### config.mk
export PLATFORM = sky130hd
export DESIGN_NAME = pipe_perf_monitor
export DESIGN_NICKNAME = d
export VERILOG_FILES = /design/src/rtl/pipe_perf_pkg.sv /design/src/rtl/perf_trace_fifo.sv /design/src/rtl/pipe_perf_monitor.sv
export SDC_FILE = /design/constraint.sdc
export NUM_CORES = 1
export LEC_CHECK = 0
export BUFFER_PORTS_ARGS = -buffer_cell sky130_fd_sc_hd__buf_2
export CORE_ASPECT_RATIO = 0.8
export CORE_MARGIN = 2
export CORE_UTILIZATION = 63
export CTS_CLUSTER_DIAMETER = 80
export CTS_CLUSTER_SIZE = 20
export DETAILED_ROUTE_END_ITERATION = 8
export GPL_ROUTABILITY_DRIVEN = 0
export PLACE_DENSITY_LB_ADDON = 0.08
export SLEW_MARGIN = 20
export SYNTH_ARGS = -nofsm -noshare
export SYNTH_HDL_FRONTEND = slang
export SYNTH_SLANG_ARGS = --single-unit
### constraint.sdc
create_clock -name clk -period 5.1 [get_ports clk]
set_input_delay 0.765 -clock clk [delete_from_list [all_inputs] [get_ports clk]]
set_output_delay 0.765 -clock clk [all_outputs]
set_load 0.03 [all_outputs]
### src/rtl/pipe_perf_pkg.sv
// Shared encodings for the pipeline performance monitor: FSM states,
// counter slot indices and trace-mask bit positions.
package pipe_perf_pkg;

  localparam int NUM_CNT    = 8;
  localparam int TRC_MASK_W = 3;

  typedef enum logic [1:0] {
    ST_IDLE = 2'b00,
    ST_RUN  = 2'b01,
    ST_HALT = 2'b10
  } perf_state_e;

  // Counter slots, also the rd_sel encoding
  localparam int CNT_CYCLES  = 0;
  localparam int CNT_RETIRED = 1;
  localparam int CNT_STALL   = 2;
  localparam int CNT_FLUSH_D = 3;
  localparam int CNT_FLUSH_E = 4;
  localparam int CNT_FWD_A   = 5;
  localparam int CNT_FWD_B   = 6;
  localparam int CNT_BRANCH  = 7;

  // Bit positions inside a trace entry's mask field
  localparam int TRC_STALL  = 0;
  localparam int TRC_FLUSH  = 1;
  localparam int TRC_BRANCH = 2;

endpackage

### src/rtl/perf_trace_fifo.sv
// First-word-fall-through sync FIFO for trace entries. The head entry is
// held in its own register so data_o never comes straight off the RAM read.
// Pointers carry one extra MSB to tell full from empty. DEPTH must be a
// power of two, at least 2.
module perf_trace_fifo #(
  parameter int WIDTH = 19,
  parameter int DEPTH = 16
) (
  input  logic             clk,
  input  logic             rst_n,
  input  logic             clear_i,
  input  logic             push_i,
  input  logic             pop_i,
  input  logic [WIDTH-1:0] data_i,
  output logic [WIDTH-1:0] data_o,
  output logic             valid_o,
  output logic             drop_o
);

  localparam int AW = $clog2(DEPTH);

  logic [WIDTH-1:0] mem_q [DEPTH];
  logic [AW:0]      wr_ptr_q, wr_ptr_d;
  logic [AW:0]      rd_ptr_q, rd_ptr_d;
  logic [WIDTH-1:0] head_q, head_d;
  logic             drop_q, drop_d;
  logic             empty, full, pop_ok, push_ok;

  assign empty   = (wr_ptr_q == rd_ptr_q);
  assign full    = (wr_ptr_q[AW] != rd_ptr_q[AW]) &&
                   (wr_ptr_q[AW-1:0] == rd_ptr_q[AW-1:0]);
  assign pop_ok  = pop_i && !empty;
  // A push into a full FIFO still lands if the head leaves in the same cycle
  assign push_ok = push_i && (!full || pop_ok);

  // Next pointers, sticky drop flag and the entry that will sit at the head
  always_comb begin
    rd_ptr_d = rd_ptr_q + (AW+1)'(pop_ok);
    wr_ptr_d = wr_ptr_q + (AW+1)'(push_ok);
    drop_d   = drop_q || (push_i && full && !pop_ok);
    head_d   = head_q;
    if (wr_ptr_d != rd_ptr_d) begin
      // The incoming word bypasses the RAM when it becomes the new head
      if (push_ok && (wr_ptr_q[AW-1:0] == rd_ptr_d[AW-1:0])) begin
        head_d = data_i;
      end else begin
        head_d = mem_q[rd_ptr_d[AW-1:0]];
      end
    end
    if (clear_i) begin
      rd_ptr_d = '0;
      wr_ptr_d = '0;
      drop_d   = 1'b0;
      head_d   = '0;
    end
  end

  // Storage array, written only on an accepted push
  always_ff @(posedge clk) begin
    if (push_ok) begin
      mem_q[wr_ptr_q[AW-1:0]] <= data_i;
    end
  end

  // Pointer, head and drop registers
  always_ff @(posedge clk or negedge rst_n) begin
    if (!rst_n) begin
      wr_ptr_q <= '0;
      rd_ptr_q <= '0;
      head_q   <= '0;
      drop_q   <= 1'b0;
    end else begin
      wr_ptr_q <= wr_ptr_d;
      rd_ptr_q <= rd_ptr_d;
      head_q   <= head_d;
      drop_q   <= drop_d;
    end
  end

  assign data_o  = head_q;
  assign valid_o = !empty;
  assign drop_o  = drop_q;

endmodule

### src/rtl/pipe_perf_monitor.sv
// Performance and hazard monitor for the pipelined RISC-V core: eight
// event counters gated by a start/stop/clear FSM, plus a timestamped
// trace of stall onsets, Execute flushes and taken branches.
module pipe_perf_monitor
  import pipe_perf_pkg::*;
#(
  parameter int CNT_W      = 32,
  parameter int TS_W       = 16,
  parameter int FIFO_DEPTH = 16,
  parameter int SATURATE   = 1
) (
  input  logic                       clk,
  input  logic                       reset,
  input  logic                       stall_f,
  input  logic                       stall_d,
  input  logic                       flush_d,
  input  logic                       flush_e,
  input  logic [1:0]                 forward_ae,
  input  logic [1:0]                 forward_be,
  input  logic                       pcsrc_e,
  input  logic                       regwrite_w,
  input  logic [4:0]                 rd_w,
  input  logic                       cmd_start,
  input  logic                       cmd_stop,
  input  logic                       cmd_clear,
  input  logic [2:0]                 rd_sel,
  output logic [CNT_W-1:0]           rd_data,
  output logic [7:0]                 ovf,
  output logic [1:0]                 state,
  output logic                       trc_valid,
  input  logic                       trc_ready,
  output logic [TRC_MASK_W+TS_W-1:0] trc_data,
  output logic                       trc_drop
);

  perf_state_e                   state_q;
  logic                          run;
  logic [NUM_CNT-1:0]            event_hit;
  logic [NUM_CNT-1:0][CNT_W-1:0] cnt_q, cnt_d;
  logic [NUM_CNT-1:0]            ovf_q, ovf_d;
  logic [CNT_W-1:0]              rd_data_q;
  logic                          stall_d_q;
  logic [TRC_MASK_W-1:0]         trc_mask;
  logic [TS_W-1:0]               trc_ts;
  logic                          trc_push;

  assign run = (state_q == ST_RUN);

  // Control FSM: clear beats stop beats start; undefined commands are ignored
  always_ff @(posedge clk or negedge reset) begin
    if (!reset) begin
      state_q <= ST_IDLE;
    end else if (cmd_clear) begin
      state_q <= ST_IDLE;
    end else begin
      case (state_q)
        ST_IDLE: if (cmd_start) state_q <= ST_RUN;
        ST_RUN:  if (cmd_stop)  state_q <= ST_HALT;
        ST_HALT: if (cmd_start) state_q <= ST_RUN;
        default: state_q <= ST_IDLE;
      endcase
    end
  end

  // Per-cycle qualifying event for each counter slot
  always_comb begin
    event_hit              = '0;
    event_hit[CNT_CYCLES]  = 1'b1;
    event_hit[CNT_RETIRED] = regwrite_w && (rd_w != 5'd0);
    event_hit[CNT_STALL]   = stall_f || stall_d;
    event_hit[CNT_FLUSH_D] = flush_d;
    event_hit[CNT_FLUSH_E] = flush_e;
    event_hit[CNT_FWD_A]   = (forward_ae != 2'b00);
    event_hit[CNT_FWD_B]   = (forward_be != 2'b00);
    event_hit[CNT_BRANCH]  = pcsrc_e;
  end

  // Counter next-state: saturate or wrap at all-ones and flag the overflow
  generate
    for (genvar gi = 0; gi < NUM_CNT; gi++) begin : g_cnt
      logic at_max, bump;
      assign at_max = &cnt_q[gi];
      assign bump   = run && event_hit[gi];
      assign cnt_d[gi] = cmd_clear ? '0 :
                         !bump     ? cnt_q[gi] :
                         at_max    ? ((SATURATE != 0) ? cnt_q[gi] : '0) :
                                     cnt_q[gi] + CNT_W'(1);
      assign ovf_d[gi] = !cmd_clear && (ovf_q[gi] || (bump && at_max));
    end
  endgenerate

  // Counters, overflow flags, readout register and stall-edge history
  always_ff @(posedge clk or negedge reset) begin
    if (!reset) begin
      cnt_q     <= '0;
      ovf_q     <= '0;
      rd_data_q <= '0;
      stall_d_q <= 1'b0;
    end else begin
      cnt_q     <= cnt_d;
      ovf_q     <= ovf_d;
      rd_data_q <= cnt_q[rd_sel];
      stall_d_q <= cmd_clear ? 1'b0 : stall_d;
    end
  end

  // Trace mask: stall onset only, so a long stall yields one entry
  always_comb begin
    trc_mask             = '0;
    trc_mask[TRC_STALL]  = stall_d && !stall_d_q;
    trc_mask[TRC_FLUSH]  = flush_e;
    trc_mask[TRC_BRANCH] = pcsrc_e;
  end

  assign trc_push = run && (trc_mask != '0) && !cmd_clear;
  assign trc_ts   = TS_W'(cnt_q[CNT_CYCLES]);

  perf_trace_fifo #(
    .WIDTH (TRC_MASK_W + TS_W),
    .DEPTH (FIFO_DEPTH)
  ) u_trace_fifo (
    .clk     (clk),
    .rst_n   (reset),
    .clear_i (cmd_clear),
    .push_i  (trc_push),
    .pop_i   (trc_ready),
    .data_i  ({trc_mask, trc_ts}),
    .data_o  (trc_data),
    .valid_o (trc_valid),
    .drop_o  (trc_drop)
  );

  assign rd_data = rd_data_q;
  assign ovf     = ovf_q;
  assign state   = state_q;

endmodule
# Word-level counts from Yosys, hierarchy flattened
# Memory sizes are Yosys's and may differ from the RTL's.
# Cells that the tools add are included.
dict set report classes {
  add_sub_neg 10
  n_mul 0
  div 0
  order_cmp 1
  eq_ne 17
  shifts 0
  muxes 39
  bitwise_logic 0
  n_reduce_logical 81
}
# op n
set op_table {}
lappend op_table {{$mux W32} 25}
lappend op_table {{$add A32 B1 Y32 const B} 8}
lappend op_table {{$reduce_and A32 Y1} 8}
lappend op_table {{$bmux W32 S3} 1}
lappend op_table {{$mux W19} 3}
lappend op_table {{$logic_and A1 B1 Y1} 33}
lappend op_table {{$reduce_bool A2 Y1} 11}
lappend op_table {{$reduce_and A2 Y1} 9}
lappend op_table {{$ne A2 B2 Y1 const B} 8}
lappend op_table {{$logic_or A1 B1 Y1} 11}
lappend op_table {{$add A5 B1 Y5} 2}
lappend op_table {{$mux W5} 2}
lappend op_table {{$eq A4 B4 Y1} 2}
lappend op_table {{$mux W2} 3}
lappend op_table {{$eq A5 B5 Y1} 1}
lappend op_table {{$logic_not A1 Y1} 5}
lappend op_table {{$ne A5 B5 Y1} 1}
lappend op_table {{$reduce_bool A5 Y1} 1}
lappend op_table {{$lt A3 B4 Y1 const B} 1}
lappend op_table {{$mux W1} 4}
lappend op_table {{$pmux W2 S2} 1}
lappend op_table {{$ne A3 B1 Y1 const B} 1}
lappend op_table {{$ne A3 B3 Y1 const B} 1}
lappend op_table {{$reduce_bool A3 Y1} 1}
lappend op_table {{5 further kinds} 5}
dict set report totals {
  register_bits 329
  latchBits 0
  ramBits 304
  rom_bits 0
  in_bits 24
  output_inout_bits 63
  word_cells 165
  memories 1
}
# memory words width read_ports rd_ports_with_merged_regs write_ports line
set mem_list {}
lappend mem_list {u_trace_fifo.mem_q 16 19 1 0 1 perf_trace_fifo.sv:22} ;# logic [WIDTH-1:0] mem_q [DEPTH];

# Longest topological paths before layout
# Gate-level depths: netlist of run 1.
dict set report depth {
  word_depth 10
  depth_mapped 16
}

# By module
# Synthesis of run 1 repeated with hierarchy kept, for this count alone.
dict set report unflattened {
  hier_cells 2473
  hier_area_um2 30854.6
}
# mod instances cells_per_inst area_each_um2
set modules_own_cells {}
lappend modules_own_cells {pipe_perf_monitor 1 1811 17550.6}
lappend modules_own_cells {perf_trace_fifo 1 662 13304.0}

# Worst setup path after synthesis of run 1
# No wires, ideal clock.
dict set report synth_path {
  kind {reg-to-reg}
  startpoint {register u_trace_fifo.wr_ptr_q[3]}
  endpoint {register u_trace_fifo.head_q[0], in the netlist u_trace_fifo.data_o[0]}
  setup_ps 142
  arrival_time_ps 3842
  setup_slack_ps 1116
  stages_incl_launch_ff 17
  path_buffers 4
  period_less_slack_ps 3984
  path_cell_list {dfrtp_1 buf_2 xor2_1 or4_1 inv_1 nand2_1 and2_1 ha_1 ha_1 clkbuf_1 clkbuf_1 buf_1 mux4_2 mux2i_1 mux2i_1 mux2i_1 o2bb2ai_1}
}
dict set report synth_via {
  elab_chain_cells 9
}
# item line
set synth_lines {}
lappend synth_lines {{from (decl)} perf_trace_fifo.sv:23} ;# logic [AW:0] wr_ptr_q, wr_ptr_d;
lappend synth_lines {{from (signal assigned)} perf_trace_fifo.sv:73} ;# wr_ptr_q <= wr_ptr_d;
lappend synth_lines {{$eq A5 B5 Y1 *} perf_trace_fifo.sv:29} ;# assign empty = (wr_ptr_q == rd_ptr_q);
lappend synth_lines {{$logic_not A1 Y1 *} --}
lappend synth_lines {{named net trc_valid} pipe_perf_monitor.sv:30} ;# output logic trc_valid,
lappend synth_lines {{$logic_and A1 B1 Y1 *} perf_trace_fifo.sv:32} ;# assign pop_ok = pop_i && !empty;
lappend synth_lines {{parallel branches: the longest is 6 deep, another holds $mem_v2 Z16 W19} --}
lappend synth_lines {{to (signal assigned)} perf_trace_fifo.sv:70} ;# head_q <= '0;
lappend synth_lines {{to (signal assigned)} perf_trace_fifo.sv:75} ;# head_q <= head_d;
lappend synth_lines {{to (decl)} perf_trace_fifo.sv:25} ;# logic [WIDTH-1:0] head_q, head_d;
# Mark *: on every way through the listed nets, which the timed path passes. The select of a mux whose other input is x is not followed.
# A chain may end at the register's enable or synchronous reset.

# Final worst setup path of run 1
dict set report layout_path {
  startpoint {register u_trace_fifo.wr_ptr_q[3]}
  endpoint {register u_trace_fifo.head_q[14], in the netlist u_trace_fifo.data_o[14]}
}
dict set report layout_via {
  elab_chain_cells 9
}
# item
set layout_lines {}
lappend layout_lines {{parallel branches: the longest is 9 deep, another holds $mem_v2 Z16 W19}}
# Several ways; the timed one is not identified. The select of a mux whose other input is x is not followed.

==> results.txt, run 1 <==
----------------------------------------------------
[Clock network]
  Clk sinks ... 633
  Total setup buffers inserted after CTS ... 0
  Number of buffers created by CTS ... 38
  Clock Root Buffer ... sky130_fd_sc_hd__clkbuf_16
  Clock tree from TritonCTS ... yes
  CTS H-Tree Depth ... 2
  Worst-skew pair later-pin latency ... 0.58 ns
  Clock transition at path regs ... 0.08 ns
  Number of buffers inserted by hold repair at cts ... 0
  Resized cells post-CTS ... 0
  Clk buf depth ... 3

[Critical path]
  Critical Path AT ... 4.49 ns
  Start-to-end type of the worst setup path ... reg2reg
  Sort of element at the end of the critical path ... flop
  R2R Setup Slk ... 1.06 ns
  Peak fanout along the critical path ... 19
  Crit start category ... flop
  Worst flop-to-flop path startpoint ... u_trace_fifo.wr_ptr_q[3]
  Endpoint required time on the critical path ... 5.55 ns
  Capturing point of the worst reg2reg path ... u_trace_fifo.data_o[14]
  Worst Reg2Reg Path Length in Cells ... 13

[Flow run]
  Count of max-cap constraint violations ... 0

[Synthesis]
  Yosys synthesis warning count ... 0
  Number of nets produced by synthesis ... 2,420
  Post-synthesis instance area ... 0.0306 mm2
  Synthesized area per cell ... 12.8 um2
  Fraction of post-synthesis cell area in the top cell type by area ... 0.299
  Flip-flop cell with the highest count after synthesis ... sky130_fd_sc_hd__dfrtp_1
  Flop and latch count out of synthesis ... 633
  Cell taking the most area after synthesis ... sky130_fd_sc_hd__edfxtp_1
  Unique masters post-synth ... 64
  Fraction of registers with async set or reset after synthesis ... 0.520
  Gate count of the mapped netlist ... 2,384
  Number of synthesized flops with an enable pin ... 304
  Sequential area share after synthesis ... 0.568
  Largest cells by area after synthesis ... sky130_fd_sc_hd__edfxtp_1, sky130_fd_sc_hd__dfrtp_1, sky130_fd_sc_hd__mux4_2

[GRT]
  Largest net degree at the start of global routing ... 103
  Number of antenna violations at the first check in global routing ... 1
  Via count of the first global-routing pass ... 20.1k
  First-pass GRT wire length ... 122,000 um
  GRT overflow ... 0
  Overall Global Routing Usage ... 0.320

[Timing]
  Number of endpoints with negative hold slack in the final report ... 0
  Transition time at the pin with the least slew margin ... 1.09 ns
  Setup violators final ... 0
  Setup repair after global routing missed its margin ... no
  Setup skew after layout ... 0.0169 ns
  Maximum clock frequency ... 247 MHz
  Final hold slack ... 0.189 ns
  Max-slew headroom ... 0.272
  Final TNS setup ... 0 ns
  Period Utilization, post-route ... 0.793
  Final number of max-transition violations ... 0
  Min Clock Period, post-route ... 4.05 ns

[Final layout]
  Number of cells in the finished layout apart from fillers ... 3,057
  Share of the core filled with cells in the final layout ... 0.685
  NumNets Final ... 2,440
  Share of final-layout standard cells stronger than drive strength 1 ... 0.173
  Layout overhead on the synthesized area ... 7.76%

[Floorplan]
  Die boundary width ... 250 um
  Number of top-level pins ... 87
  Die Span Y ... 201 um
  Starting density of the core ... 0.636
  # rows ... 72
  Core ar. ... 0.0481 mm2
  DIE AREA ... 0.0503 mm2

[Power]
  Static leakage ... 11.6 nW
  Total Power Consumption ... 9.46 mW
  Pwr/cell area ... 287 mW/mm2
  Largest vdd supply drop ... 0.323 mV

[Detailed routing]
  Ratio of routed vias to standard cells ... 7.09
  Drt wl/cell ... 26.2 um
  First-pass DRT Iterations ... 6
  DRC ... 0
  Total wire length ... 80,100 um
  Initial detailed-routing violation count ... 3,197
  Total vias in the final route ... 21.7k
  Final antenna-violating net count ... 0

[Place]
  Final HPWL DP ... 53,400 um
  # port buffers ... 86
  Inst Count DP ... 2,993

[Status]
  Status ... finished, final reports clean

[Min path]
  Path class of the lowest-slack min-delay path ... in2async

----------------------------------------------------
critical path: stages, from the launching register on:
cell and delay (ns):
sky130_fd_sc_hd__dfrtp_1 0.54, sky130_fd_sc_hd__xor2_1 0.24, sky130_fd_sc_hd__or4_1 0.60, sky130_fd_sc_hd__inv_1 0.09
sky130_fd_sc_hd__nand2_1 0.07, sky130_fd_sc_hd__and2_1 0.20, sky130_fd_sc_hd__ha_4 0.18, sky130_fd_sc_hd__ha_4 0.18
sky130_fd_sc_hd__xor2_4 0.60, sky130_fd_sc_hd__xor2_1 0.25, sky130_fd_sc_hd__nand4_1 0.18, sky130_fd_sc_hd__o31ai_2 0.26
sky130_fd_sc_hd__buf_4 0.37, sky130_fd_sc_hd__o2bb2ai_1 0.15
report_power, final:
| part | internal (mW) | total [mW] | switching (mW) | leakage [nW] |
|---|---|---|---|---|
| Clock | 1.54 | 3.25 | 1.70 | 0.555 |
| Sequential | 5.37 | 5.42 | 0.0524 | 7.38 |
| Combinational | 0.317 | 0.788 | 0.472 | 3.65 |
| Total | 7.23 | 9.46 | 2.23 | 11.6 |
area by class of cell:
type	count	area, um2
Multi-Input combinational cell	1575	12700
Inverter	28	105
Fill cell	3388	15200
Tap cell	629	787
Timing Repair Buffer	128	842
Sequential cell	633	17400
Clock buffer	57	1040
Clock inverter	6	118
Antenna cell	1	2.50
Yosys cell counts, types with 9 or more instances:
cell,count
sky130_fd_sc_hd__mux4_2,140
sky130_fd_sc_hd__buf_2,17
sky130_fd_sc_hd__o31ai_1,83
sky130_fd_sc_hd__dfrtp_1,329
sky130_fd_sc_hd__buf_1,18
sky130_fd_sc_hd__or3_1,87
sky130_fd_sc_hd__nor2_1,132
sky130_fd_sc_hd__or2_2,16
sky130_fd_sc_hd__xor2_1,27
sky130_fd_sc_hd__clkbuf_1,107
sky130_fd_sc_hd__a21oi_1,171
sky130_fd_sc_hd__o21a_1,9
sky130_fd_sc_hd__nand2_1,100
sky130_fd_sc_hd__o2bb2ai_1,19
sky130_fd_sc_hd__nor3_1,30
sky130_fd_sc_hd__nand3b_1,9
sky130_fd_sc_hd__nand4_1,75
sky130_fd_sc_hd__mux2_2,47
sky130_fd_sc_hd__and4_1,35
sky130_fd_sc_hd__a211oi_1,15
sky130_fd_sc_hd__nor4_1,26
sky130_fd_sc_hd__nand3_1,91
sky130_fd_sc_hd__xnor2_1,46
sky130_fd_sc_hd__o21ai_0,82
sky130_fd_sc_hd__inv_1,28
sky130_fd_sc_hd__ha_1,12
sky130_fd_sc_hd__mux2i_1,81
sky130_fd_sc_hd__nor2b_1,22
sky130_fd_sc_hd__or4_1,90
sky130_fd_sc_hd__edfxtp_1,304
sky130_fd_sc_hd__and2_1,20
sky130_fd_sc_hd__and3_1,22
how the worst max path moves through the flow:
| stage | start | depth (start not counted) | end |
|---|---|---|---|
| after CTS | u_trace_fifo.wr_ptr_q[3] | 13 | u_trace_fifo.data_o[14] |
| after detailed placement | u_trace_fifo.wr_ptr_q[3] | 12 | u_trace_fifo.data_o[12] |
| after global placement | u_trace_fifo.wr_ptr_q[3] | 12 | u_trace_fifo.data_o[12] |
| final | u_trace_fifo.wr_ptr_q[3] | 13 | u_trace_fifo.data_o[14] |
| after global routing | u_trace_fifo.wr_ptr_q[2] | 13 | u_trace_fifo.data_o[6] |
| after floorplan | u_trace_fifo.wr_ptr_q[3] | 16 | u_trace_fifo.data_o[0] |
cells in the final DEF, fill, tap and decap left out, types with 7 or more instances in the layout:
master / n
sky130_fd_sc_hd__clkbuf_1: 18
sky130_fd_sc_hd__buf_4: 37
sky130_fd_sc_hd__nor4_1: 24
sky130_fd_sc_hd__or3_1: 87
sky130_fd_sc_hd__dfrtp_1: 329
sky130_fd_sc_hd__nand2_1: 100
sky130_fd_sc_hd__o2111ai_1: 7
sky130_fd_sc_hd__xor2_1: 26
sky130_fd_sc_hd__or2_2: 16
sky130_fd_sc_hd__o41ai_1: 8
sky130_fd_sc_hd__and3_1: 22
sky130_fd_sc_hd__mux4_2: 140
sky130_fd_sc_hd__inv_1: 28
sky130_fd_sc_hd__nor2b_1: 21
sky130_fd_sc_hd__and2_1: 20
sky130_fd_sc_hd__o2bb2ai_1: 19
sky130_fd_sc_hd__clkbuf_16: 39
sky130_fd_sc_hd__and4_1: 35
sky130_fd_sc_hd__nor3_2: 7
sky130_fd_sc_hd__a211oi_1: 15
sky130_fd_sc_hd__edfxtp_1: 304
sky130_fd_sc_hd__o311ai_0: 7
sky130_fd_sc_hd__o31ai_1: 83
sky130_fd_sc_hd__or4_1: 90
sky130_fd_sc_hd__xnor2_1: 45
sky130_fd_sc_hd__nor3_1: 24
sky130_fd_sc_hd__o21ai_0: 82
sky130_fd_sc_hd__o211ai_1: 7
sky130_fd_sc_hd__mux2_2: 47
sky130_fd_sc_hd__nand4_1: 75
sky130_fd_sc_hd__buf_2: 83
sky130_fd_sc_hd__nand3b_1: 9
sky130_fd_sc_hd__o21a_1: 9
sky130_fd_sc_hd__nor2_4: 7
sky130_fd_sc_hd__mux2i_1: 81
sky130_fd_sc_hd__nand3_1: 91
sky130_fd_sc_hd__ha_1: 10
sky130_fd_sc_hd__a21oi_1: 171
sky130_fd_sc_hd__nor2_1: 120
cell families after synthesis:
kind of cell    count (synthesis)  share of synthesized area
simple gates                  777                      0.144
flops                         633                      0.568
compound gates                444                     0.0915
mux                           268                      0.147
buf+inv                       176                     0.0232
xor+xnor                       74                     0.0217
fa+ha+maj                      12                    0.00491
state kept, by name, summed over array words and instances, names as in the netlist:
signal / cells
u_trace_fifo.drop_o: 1
u_trace_fifo.mem_q: 304
u_trace_fifo.wr_ptr_q: 5
ovf: 8
stall_d_q: 1
state: 2
u_trace_fifo.data_o: 19
rd_data: 32
u_trace_fifo.rd_ptr_q: 5
cnt_q: 256
through the flow:
stage	cell area [um2]	worst slack (ns)
finish	32900	1.06
global route	32900	0.905
CTS	32900	1.12
detailed placement	31800	1.17
global placement	31800	1.30
floorplan	30600	1.12
per-layer routing:
metal | part of all wire | GRT usage | up-vias
li1 | - | - | 9402
met2 | 0.44 | 0.457 | 1185
met4 | 0.020 | 0.0727 | 0
met3 | 0.12 | 0.0648 | 113
met1 | 0.43 | 0.513 | 11000
met5 | 0 | 0 | -
No activity file was read; power rests on OpenSTA's default activity.
==> inputs of run 2 (changes only) <==
--- a/config.mk
+++ b/config.mk
@@ -8,7 +8,7 @@
 export BUFFER_PORTS_ARGS = -buffer_cell sky130_fd_sc_hd__buf_2
 export CORE_ASPECT_RATIO = 0.8
 export CORE_MARGIN = 2
-export CORE_UTILIZATION = 63
+export CORE_UTILIZATION = 57
 export CTS_CLUSTER_DIAMETER = 80
 export CTS_CLUSTER_SIZE = 20
 export DETAILED_ROUTE_END_ITERATION = 8
==> constraint.sdc (replaced) <==
create_clock -name clk -period 3.3 [get_ports clk]
set_input_delay 0.495 -clock clk [delete_from_list [all_inputs] [get_ports clk]]
set_output_delay 0.495 -clock clk [all_outputs]
set_load 0.03 [all_outputs]
==> run 2 against run 1 <==
Net effect: sequential share of layout area is 1.6 points lower; critical endpoint is now u_trace_fifo.data_o[2]; largest power group unchanged; highest routed layer unchanged; combinational power is 85% higher; total power is 56% higher.
==> results.txt, run 2 (synthesis results as in run 1) <==
----------------------------------------------------
[Power]
  Pwr/cell area ... 433 mW/mm2 (was 287 mW/mm2)
  Largest vdd supply drop ... 0.311 mV (was 0.323 mV)
  Static leakage ... 12.1 nW (was 11.6 nW)

[Place]
  Worst setup timing slack at the placement stage ... 0.0365 ns (was 1.17 ns)
  # port buffers ... 86 (unchanged)
  Inst Count DP ... 3,136 (was 2,993)
  Final HPWL DP ... 56,800 um (was 53,400 um)

[GRT]
  GRT overflow ... 0 (unchanged)
  Largest net degree at the start of global routing ... 197 (was 103)
  First-pass GRT wire length ... 125,000 um (was 122,000 um)
  Number of antenna violations at the first check in global routing ... 0 (was 1)
  Via count of the first global-routing pass ... 20.5k (was 20.1k)
  Overall Global Routing Usage ... 0.295 (was 0.320)

[Detailed routing]
  Total wire length ... 82,300 um (was 80,100 um)
  Initial detailed-routing violation count ... 2,930 (was 3,197)
  First-pass DRT Iterations ... 5 (was 6)
  DRC ... 0 (unchanged)
  Total vias in the final route ... 22.0k (was 21.7k)
  Drt wl/cell ... 25.6 um (was 26.2 um)
  Ratio of routed vias to standard cells ... 6.84 (was 7.09)
  Final antenna-violating net count ... 0 (unchanged)

[Timing]
  Transition time at the pin with the least slew margin ... 0.937 ns (was 1.09 ns)
  Setup violators final ... 0 (unchanged)
  Final worst setup slack ... 0.0288 ns (was 1.06 ns)
  Maximum clock frequency ... 306 MHz (was 247 MHz)
  Final number of max-transition violations ... 0 (unchanged)
  Setup repair after global routing missed its margin ... yes (was no)
  Final hold slack ... 0.177 ns (was 0.189 ns)
  Setup skew after layout ... 0.0164 ns (was 0.0169 ns)
  Number of endpoints with negative hold slack in the final report ... 0 (unchanged)
  Max-slew headroom ... 0.366 (was 0.272)
  Period Utilization, post-route ... 0.991 (was 0.793)
  Min Clock Period, post-route ... 3.27 ns (was 4.05 ns)

[Clock network]
  Worst-skew pair later-pin latency ... 0.59 ns (was 0.58 ns)
  CTS H-Tree Depth ... 2 (unchanged)
  Number of buffers created by CTS ... 38 (unchanged)
  Clock tree from TritonCTS ... yes (unchanged)
  Clk sinks ... 633 (unchanged)
  Clock transition at path regs ... 0.08 ns (about the same)
  Clock Root Buffer ... sky130_fd_sc_hd__clkbuf_16 (unchanged)
  Clk buf depth ... 3 (unchanged)

[Critical path]
  Sort of element at the end of the critical path ... flop (unchanged)
  Start-to-end type of the worst setup path ... reg2reg (unchanged)
  Worst flop-to-flop path startpoint ... u_trace_fifo.wr_ptr_q[2] (was u_trace_fifo.wr_ptr_q[3])
  Critical-path cell list ... xor2_1, or4_4, inv_2, nand2_4, and2_4, ha_4, buf_4, clkbuf_16, mux4_2, mux2i_1, mux2i_1, mux2i_1, o2bb2ai_1 (was xor2_1, or4_1, inv_1, nand2_1, and2_1, ha_4, ha_4, xor2_4, xor2_1, nand4_1, o31ai_2, buf_4, o2bb2ai_1)
  CP max-delay cell ... sky130_fd_sc_hd__or4_4 (was sky130_fd_sc_hd__or4_1)
  Peak fanout along the critical path ... 5 (was 19)
  Endpoint required time on the critical path ... 3.76 ns (was 5.55 ns)
  Critical Path AT ... 3.73 ns (was 4.49 ns)
  Worst setup path startpoint ... u_trace_fifo.wr_ptr_q[2] (was u_trace_fifo.wr_ptr_q[3])
  Most common cell type on the critical path ... sky130_fd_sc_hd__mux2i_1
  Delay of the slowest cell on the worst path ... 0.56 ns (was 0.60 ns)
  Crit start category ... flop (unchanged)

[Min path]
  Startpoint of the most critical hold path ... stall_d
  Path class of the lowest-slack min-delay path ... in2reg (was in2async)

[Final layout]
  Total of fill cells in the finished design ... 3,937 (was 3,388)
  Most common library cell in the layout ignoring fill and taps ... sky130_fd_sc_hd__dfrtp_1 (unchanged)
  Number of cells in the finished layout apart from fillers ... 3,217 (was 3,057)
  Most used cells in the layout excluding fill and tap cells ... sky130_fd_sc_hd__dfrtp_1, sky130_fd_sc_hd__edfxtp_1, sky130_fd_sc_hd__a21oi_1 (unchanged)
  NumNets Final ... 2,536 (was 2,440)
  Share of final-layout standard cells stronger than drive strength 1 ... 0.205 (was 0.173)
  Share of the core filled with cells in the final layout ... 0.645 (was 0.685)
  Layout overhead on the synthesized area ... 11.2% (was 7.76%)
  Flip-flop count of the largest register after layout ... 304 (unchanged)

[Floorplan]
  Number of top-level pins ... 87 (unchanged)
  Die boundary width ... 263 um (was 250 um)
  Core ar. ... 0.0527 mm2 (was 0.0481 mm2)
  Starting density of the core ... 0.580 (was 0.636)
  # rows ... 75 (was 72)
  Die Span Y ... 211 um (was 201 um)
  DIE AREA ... 0.0555 mm2 (was 0.0503 mm2)

[Flow run]
  Count of max-cap constraint violations ... 0 (unchanged)

[Status]
  Status ... finished, final reports clean (unchanged)

----------------------------------------------------
run 2: changes by cell type in the layout (fill, tap and decap cells not counted), sizes merged:
cell	delta
bufinv	-2
dlygate4sd3	+1
clkinvlp	+1
clkbuf	+3
clkinv	+2
buf	+91
run 2: layer usage:
metal / GRT usage / up-vias / routed length, um
li1: - / 9612 / -
met1: 0.476 / 11300 / 37000
met2: 0.424 / 1046 / 35900
met3: 0.0495 / 77 / 8100
met4: 0.0605 / 0 / 1340
met5: 0 / - / 0
run 2: power breakdown:
| group | switching, mW | total [mW] | internal, mW |
|---|---|---|---|
| clock network | 2.66 | 4.90 | 2.25 |
| logic | 0.800 | 1.46 | 0.661 |
| registers | 0.0669 | 8.36 | 8.29 |
| total | 3.52 | 14.7 | 11.2 |
run 2: critical path: cells and delay by family, from the launching register on:
family	cells	cell delay, ns
muxes	4	0.96
DFF	1	0.40
buffers and inverters	3	0.43
AOI/OAI and AO/OA	1	0.11
xor gates and xnor gates	1	0.17
adders and majority gates	1	0.32
and+or+nand+nor	3	0.76
run 2: path summary, 6_finish.rpt:
| path | slack (ns) | to | depth (start not counted) |
|---|---|---|---|
| worst max-delay path | 0.03 | u_trace_fifo.data_o[2] | 13 |
| worst min-delay path | 0.18 | stall_d_q | 2 |
| worst max register to register | 0.03 | u_trace_fifo.data_o[2] | 13 |
| worst min register to register | 0.50 | u_trace_fifo.drop_o | 2 |
| max in group asynchronous | 1.98 | cnt_q[76] | 3 |
| min in group asynchronous | 0.46 | cnt_q[159] | 2 |
run 2: area by class of cell:
class / count / area, um2 / share of cell area
clock inverter: 7 / 67.6 / 0.00199
inverter: 28 / 105 / 0.00309
tap: 693 / 867 / 0.0255
clock buffer: 56 / 1050 / 0.0309
antenna: 1 / 2.50 / 0.0000736
sequential: 633 / 17400 / 0.511
timing repair buffer: 224 / 1860 / 0.0547
multi-input combinational: 1575 / 12700 / 0.373
run 2: timing repair:
| action | CTS | global route |
|---|---|---|
| hold buffers | 1 | 0 |
| endpoints found under the hold margin | 64 | 0 |
| gates resized for setup | 2 | 3 |
| buffers inserted | 0 | 12 |
| gates cloned | 1 | 4 |
| pin swaps | 1 | 6 |
| endpoints found under the setup margin | 2 | 19 |
run 2: per-stage QoR:
| stage | TNS [ns] | power [mW] | area [um2] |
|---|---|---|---|
| finish | 0 | 14.7 | 34000 |
| global route | -0.174 | 15.2 | 34000 |
| CTS | 0 | 14.7 | 33800 |
| detailed placement | 0 | 9.86 | 32600 |
| global placement | 0 | 9.82 | 32600 |
| floorplan | 0 | 9.41 | 30800 |
